$ cat src/rtl/inst_fetch_queue.sv
// inst_fetch_queue: instruction-fetch front end with one outstanding memory request and a DEPTH-entry queue
// Ports:
//   clk, rst (async, active-low)
//   mem_req_o/mem_addr_o/mem_ack_i/mem_data_i : req/ack fetch interface, data returned with ack
//   flush_i/flush_addr_i                      : branch redirect, drops queue and in-flight data
//   inst_valid_o/inst_ready_i/inst_o/pc_o     : head entry towards IF/ID
//   count_o                                   : registered queue occupancy
module inst_fetch_queue #(
  parameter int ADDR_W = 32,
  parameter int DATA_W = 32,
  parameter int DEPTH = 4,
  parameter logic [ADDR_W-1:0] RESET_PC = '0
) (
  input  logic                       clk,
  input  logic                       rst,
  output logic                       mem_req_o,
  output logic [ADDR_W-1:0]          mem_addr_o,
  input  logic                       mem_ack_i,
  input  logic [DATA_W-1:0]          mem_data_i,
  input  logic                       flush_i,
  input  logic [ADDR_W-1:0]          flush_addr_i,
  output logic                       inst_valid_o,
  input  logic                       inst_ready_i,
  output logic [DATA_W-1:0]          inst_o,
  output logic [ADDR_W-1:0]          pc_o,
  output logic [$clog2(DEPTH+1)-1:0] count_o
);
  localparam int PW = $clog2(DEPTH);
  localparam int CW = $clog2(DEPTH+1);
  localparam logic [CW-1:0] DEPTH_C = CW'(DEPTH);
  localparam logic [ADDR_W-1:0] INC = ADDR_W'(DATA_W/8);
  typedef enum logic [1:0] {IDLE, WAIT, DISCARD} state_e;
  state_e state_q, state_d;
  logic [ADDR_W-1:0] fetch_pc_q, fetch_pc_d, mem_addr_q, mem_addr_d;
  logic mem_req_q, mem_req_d;
  logic [PW-1:0] wr_ptr_q, wr_ptr_d, rd_ptr_q, rd_ptr_d;
  logic [CW-1:0] count_q, count_d, count_nx;
  logic [ADDR_W-1:0] pc_q [DEPTH];
  logic [ADDR_W-1:0] pc_d [DEPTH];
  logic [DATA_W-1:0] inst_q [DEPTH];
  logic [DATA_W-1:0] inst_d [DEPTH];
  logic push, pop, room;
  assign inst_valid_o = (count_q != '0) && !flush_i;
  assign pop = inst_valid_o && inst_ready_i;
  assign push = (state_q == WAIT) && mem_ack_i && !flush_i;
  assign count_nx = count_q + CW'(push) - CW'(pop);
  // Occupancy after this edge; with no request left outstanding, a new one needs a free slot.
  assign room = count_nx < DEPTH_C;
  assign mem_req_o = mem_req_q;
  assign mem_addr_o = mem_addr_q;
  assign inst_o = inst_q[rd_ptr_q];
  assign pc_o = pc_q[rd_ptr_q];
  assign count_o = count_q;
  always_comb begin
    state_d = state_q;
    fetch_pc_d = fetch_pc_q;
    mem_req_d = mem_req_q;
    mem_addr_d = mem_addr_q;
    wr_ptr_d = wr_ptr_q;
    rd_ptr_d = rd_ptr_q;
    count_d = count_nx;
    pc_d = pc_q;
    inst_d = inst_q;
    if (flush_i) begin
      count_d = '0;
      wr_ptr_d = '0;
      rd_ptr_d = '0;
      fetch_pc_d = flush_addr_i;
      // An in-flight request is never aborted: wait for its ack in DISCARD.
      if (state_q != IDLE) begin
        state_d = mem_ack_i ? IDLE : DISCARD;
        mem_req_d = !mem_ack_i;
      end
    end else begin
      if (push) begin
        pc_d[wr_ptr_q] = fetch_pc_q;
        inst_d[wr_ptr_q] = mem_data_i;
        wr_ptr_d = wr_ptr_q + 1'b1;
        fetch_pc_d = fetch_pc_q + INC;
      end
      if (pop)
        rd_ptr_d = rd_ptr_q + 1'b1;
      case (state_q)
        IDLE: if (room) begin
          state_d = WAIT;
          mem_req_d = 1'b1;
          mem_addr_d = fetch_pc_q;
        end
        WAIT: if (mem_ack_i) begin
          state_d = room ? WAIT : IDLE;
          mem_req_d = room;
          mem_addr_d = fetch_pc_q + INC;
        end
        default: if (mem_ack_i) begin
          state_d = IDLE;
          mem_req_d = 1'b0;
        end
      endcase
    end
  end
  always_ff @(posedge clk or negedge rst) begin
    if (!rst) begin
      state_q <= IDLE;
      fetch_pc_q <= RESET_PC;
      mem_req_q <= 1'b0;
      mem_addr_q <= RESET_PC;
      wr_ptr_q <= '0;
      rd_ptr_q <= '0;
      count_q <= '0;
      for (int i = 0; i < DEPTH; i++) begin
        pc_q[i] <= '0;
        inst_q[i] <= '0;
      end
    end else begin
      state_q <= state_d;
      fetch_pc_q <= fetch_pc_d;
      mem_req_q <= mem_req_d;
      mem_addr_q <= mem_addr_d;
      wr_ptr_q <= wr_ptr_d;
      rd_ptr_q <= rd_ptr_d;
      count_q <= count_d;
      pc_q <= pc_d;
      inst_q <= inst_d;
    end
  end
endmodule

$ cat config.mk
export PLATFORM = sky130hd
export DESIGN_NAME = inst_fetch_queue
export DESIGN_NICKNAME = d
export VERILOG_FILES = /design/src/rtl/inst_fetch_queue.sv
export SDC_FILE = /design/constraint.sdc
export NUM_CORES = 1
export LEC_CHECK = 0
export CORE_ASPECT_RATIO = 1.25
export CORE_UTILIZATION = 46
export DETAILED_ROUTE_END_ITERATION = 16
export PLACE_DENSITY = 0.8
export SLEW_MARGIN = 20
export SYNTH_ARGS = -nofsm -noshare
export SYNTH_HDL_FRONTEND = slang
export SYNTH_SLANG_ARGS = --single-unit
$ cat constraint.sdc
create_clock -name clk -period 3.5 [get_ports clk]
set_clock_uncertainty 0.15 [all_clocks]
set_input_delay 0.35 -clock clk [delete_from_list [all_inputs] [get_ports clk]]
set_output_delay 0.35 -clock clk [all_outputs]
set_load 0.05 [all_outputs]
==> metrics.csv <==
stage,metric,value,unit
die,die footprint,0.03362,mm²
sta,endpoints failing hold,0,
hold_path,hold crit path type,primary input to flip-flop,
sta,Max Clk Rate,0.3018,GHz
sta,"Slew Viols, Final",0,
final_layout,Final Cell Area,0.01847,mm²
sta,Worst-Margin Slew,769.7,ps
placement,Port Buffer Count,169,
sta,Final setup viols,0,
worst_setup_path,worst-path fanout max,20,
pwr,PwrDens,884.7,mW/mm²
pwr,Net Sw Frac,39.28,%
drt,First-pass DRT Iterations,5,
die,IO Pins,170,
pwr,Leak,8.070,nW
synth,Netlist cell types,47,
worst_setup_path,origin of the worst setup path,rd_ptr_q[0]$_DFFE_PN0P_,
synth,Synthesized Nets,1166,
global_route,GRT Residual Overflow,0,
die,Die H,204.7,µm
clocking,"Clk pin slew, worst setup/hold paths",60,ps
drt,Starting DRT DRC Count,556,
placement,pre-CTS setup slack,-47.71,ps
clocking,postcts setup bufs,0,
worst_setup_path,Worst setup EP type,output port,
sta,Fin Hold WS,255.5,ps
clocking,Clock Sinks,330,
synth,fraction of registers with async set/reset,100.0,%
global_route,GRT Util Overall,21.84,%
die,die width,164.2,µm
sta,Final Critical Period,3314,ps
sta,worst relative slew slack,48.69,%
final_layout,final net count,1315,
clocking,Num CTS Buffers,35,
pwr,Clock Power Share,21.9,%
clocking,Skew-Pair Late Insertion Delay,510,ps
global_route,initial antenna violation count,0,
pwr,share of power burned in registers,34.0,%
synth,#FFs+latches synth,330,
synth,"Seq/Total Area, Yosys",54.60,%
worst_setup_path,FF-to-FF Start,state_q[0]$_DFFE_PN0P_,
placement,Placed Area,0.01735,mm²
sta,fin crit share,94.67,%
synth,"EDFF count, synth",0,
pwr,Comb power frac,44.1,%
drt,drt wl/cell,21.41,µm
clocking,CTS tree,yes,
pwr,cell internal pwr,9.922,mW
final_layout,Finished Core Util,57.61,%
synth,Netlist Area Pre-Place,0.01513,mm²
pwr,peak supply drop,0.6121,mV
die,Initial Utilization,47.18,%
synth,top_reg_cell synth,dfrtp_1,
placement,RD Place Congestion,0.8604,
drt,drt total wl,35790,µm
run,max capacitance violation total,0,
drt,Residual DRC,0,
sta,Sum Neg Setup Slack,0,ps
die,total core area,0.03206,mm²
drt,number of nets with antenna violations after routing,0,
die,# rows,73,
synth,Yosys warnings,0,
worst_setup_path,"Data arrival, critical path",2810,ps
synth,Mean Syn Cell Area,13.89,µm²
run_status,outcome,finished clean,
global_route,first-pass GRT wire length,56610,µm
pwr,Sw Pwr,6.417,mW
final_layout,Area Overhead vs Synth,22.10,%
clocking,Root Driver,clkbuf_16,
worst_setup_path,CP Class,flip-flop to output port,
worst_setup_path,Crit path required time,3000,ps
placement,HPWL after detailed placement,23340,µm
global_route,largest net degree at the start of global routing,97,
final_layout,share of cells above drive strength 1,30.48,%
global_route,vias in the first global route,10240,
drt,via count,9848,
drt,drt via density,5.890,
sta,PnR worst setup slack,186.4,ps
worst_setup_path,Startpoint Class,flip-flop,
final_layout,diodes inserted,0,
sta,RSZ-0062 raised after global routing,false,
synth,Post-Synthesis Cells,1089,
clocking,maximum root-to-sink buffer count,3,
clocking,CTS H-tree depth,2,
hold_path,Hold Crit Start,flush_addr_i[19],
final timing paths:
check	to	slack, ps	cells past startpoint
min in group asynchronous	inst_q[68]$_DFFE_PN0P_	320	2
hold reg to reg	pc_q[36]$_DFFE_PN0P_	340	1
setup reg to reg	mem_addr_o[10]$_DFFE_PN0P_	240	14
setup / recovery	pc_o[31]	190	3
hold / removal	fetch_pc_q[19]$_DFFE_PN0N_	260	3
max in group asynchronous	inst_q[122]$_DFFE_PN0P_	1940	3
area by class of cell:
cell class | instances | area (µm²)
clock buffer | 54 | 1037
fill | 2469 | 13590
tap | 412 | 515.5
inverter | 9 | 33.78
timing repair buffer | 206 | 2101
multi-input combinational | 656 | 6451
clock inverter | 5 | 65.06
sequential | 330 | 8265
cells in the mapped netlist, types with 13 or more instances:
cell,number,area [µm²]
nand3_1,18,90.09
nand2_1,38,142.6
o31ai_1,24,180.2
mux2_2,220,2477
mux2_1,40,450.4
or4_1,29,217.7
a31oi_1,33,206.5
a21oi_1,16,80.08
buf_2,32,160.2
nand4_1,14,87.58
clkbuf_1,48,180.2
nor2_1,56,210.2
dfrtp_1,330,8258
xnor2_1,13,113.9
mux4_2,64,1441
o21ai_0,19,95.09
logic make-up (layout without fill, tap and decap cells):
family,Yosys count,count (layout),share of synthesized area [%]
DFF,330,330,54.60
muxes,325,325,28.95
and+or+nand+nor,198,198,6.940
buffers and inverters,103,274,3.003
AOI/OAI and AO/OA,100,100,4.252
xor gates and xnor gates,25,25,1.547
adders and majority gates,8,8,0.7114
cell usage in the layout (no fill, tap or decap), drive strengths merged, types with 4 or more instances in the layout:
cell type      Yosys  routed
or3                8       8
xnor2             13      13
inv                8       9
ha                 7       7
clkinv             1       4
dfrtp            330     330
nor4               6       6
clkdlybuf4s50      0     167
o21ai             20      20
nand3             19      19
a31oi             33      33
xor2              11      11
nand4             15      15
mux4              64      64
buf               45      38
a21oi             16      16
o31ai             24      24
clkbuf            49      54
or4               30      30
nor2              56      56
nand2             38      38
nor3               6       6
mux2             260     260
power by group through the flow:
stage               Clock [mW]  Sequential (mW)  Combinational (mW)
floorplan                    0             5.91                4.45
global placement             0             5.55                7.12
detailed placement           0             5.61                7.23
CTS                       3.66             5.56                7.26
global route              3.81             5.70                7.55
finish                    3.57             5.56                7.21
flip-flops by register name (all words and copies together) (netlist names):
name / count
mem_req_o: 1
count_o: 3
inst_q: 128
rd_ptr_q: 2
state_q: 2
pc_q: 128
wr_ptr_q: 2
mem_addr_o: 32
fetch_pc_q: 32
metal layers:
| metal | vias up | GRT usage, % | wire [µm] |
|---|---|---|---|
| met1 | 5153 | 28.76 | 15000 |
| met2 | 299 | 36.18 | 17800 |
| met4 | 0 | 8.267 | 1120 |
| li1 | 4318 | - | - |
| met3 | 78 | 3.523 | 1875 |
| met5 | - | 0 | 0 |
critical path: stages, from the launching register on:
cell and delay, ps:
dfrtp_4 740, buf_12 260, mux4_2 520, clkdlybuf4s50_1 760
timing repair:
item / in CTS / in global routing
hold buffers: 1 / 0
resized for setup: 0 / 3
hold endpoints to repair: 91 / 0
endpoints found under the setup margin: 0 / 22
metrics by stage:
step / power (mW) / std cells
floorplan: 10.36 / 1089
global placement: 12.67 / 1612
detailed placement: 12.84 / 1612
CTS: 16.48 / 1672
global route: 17.06 / 1672
finish: 16.34 / 1672
(Power assumes the default switching activity.)
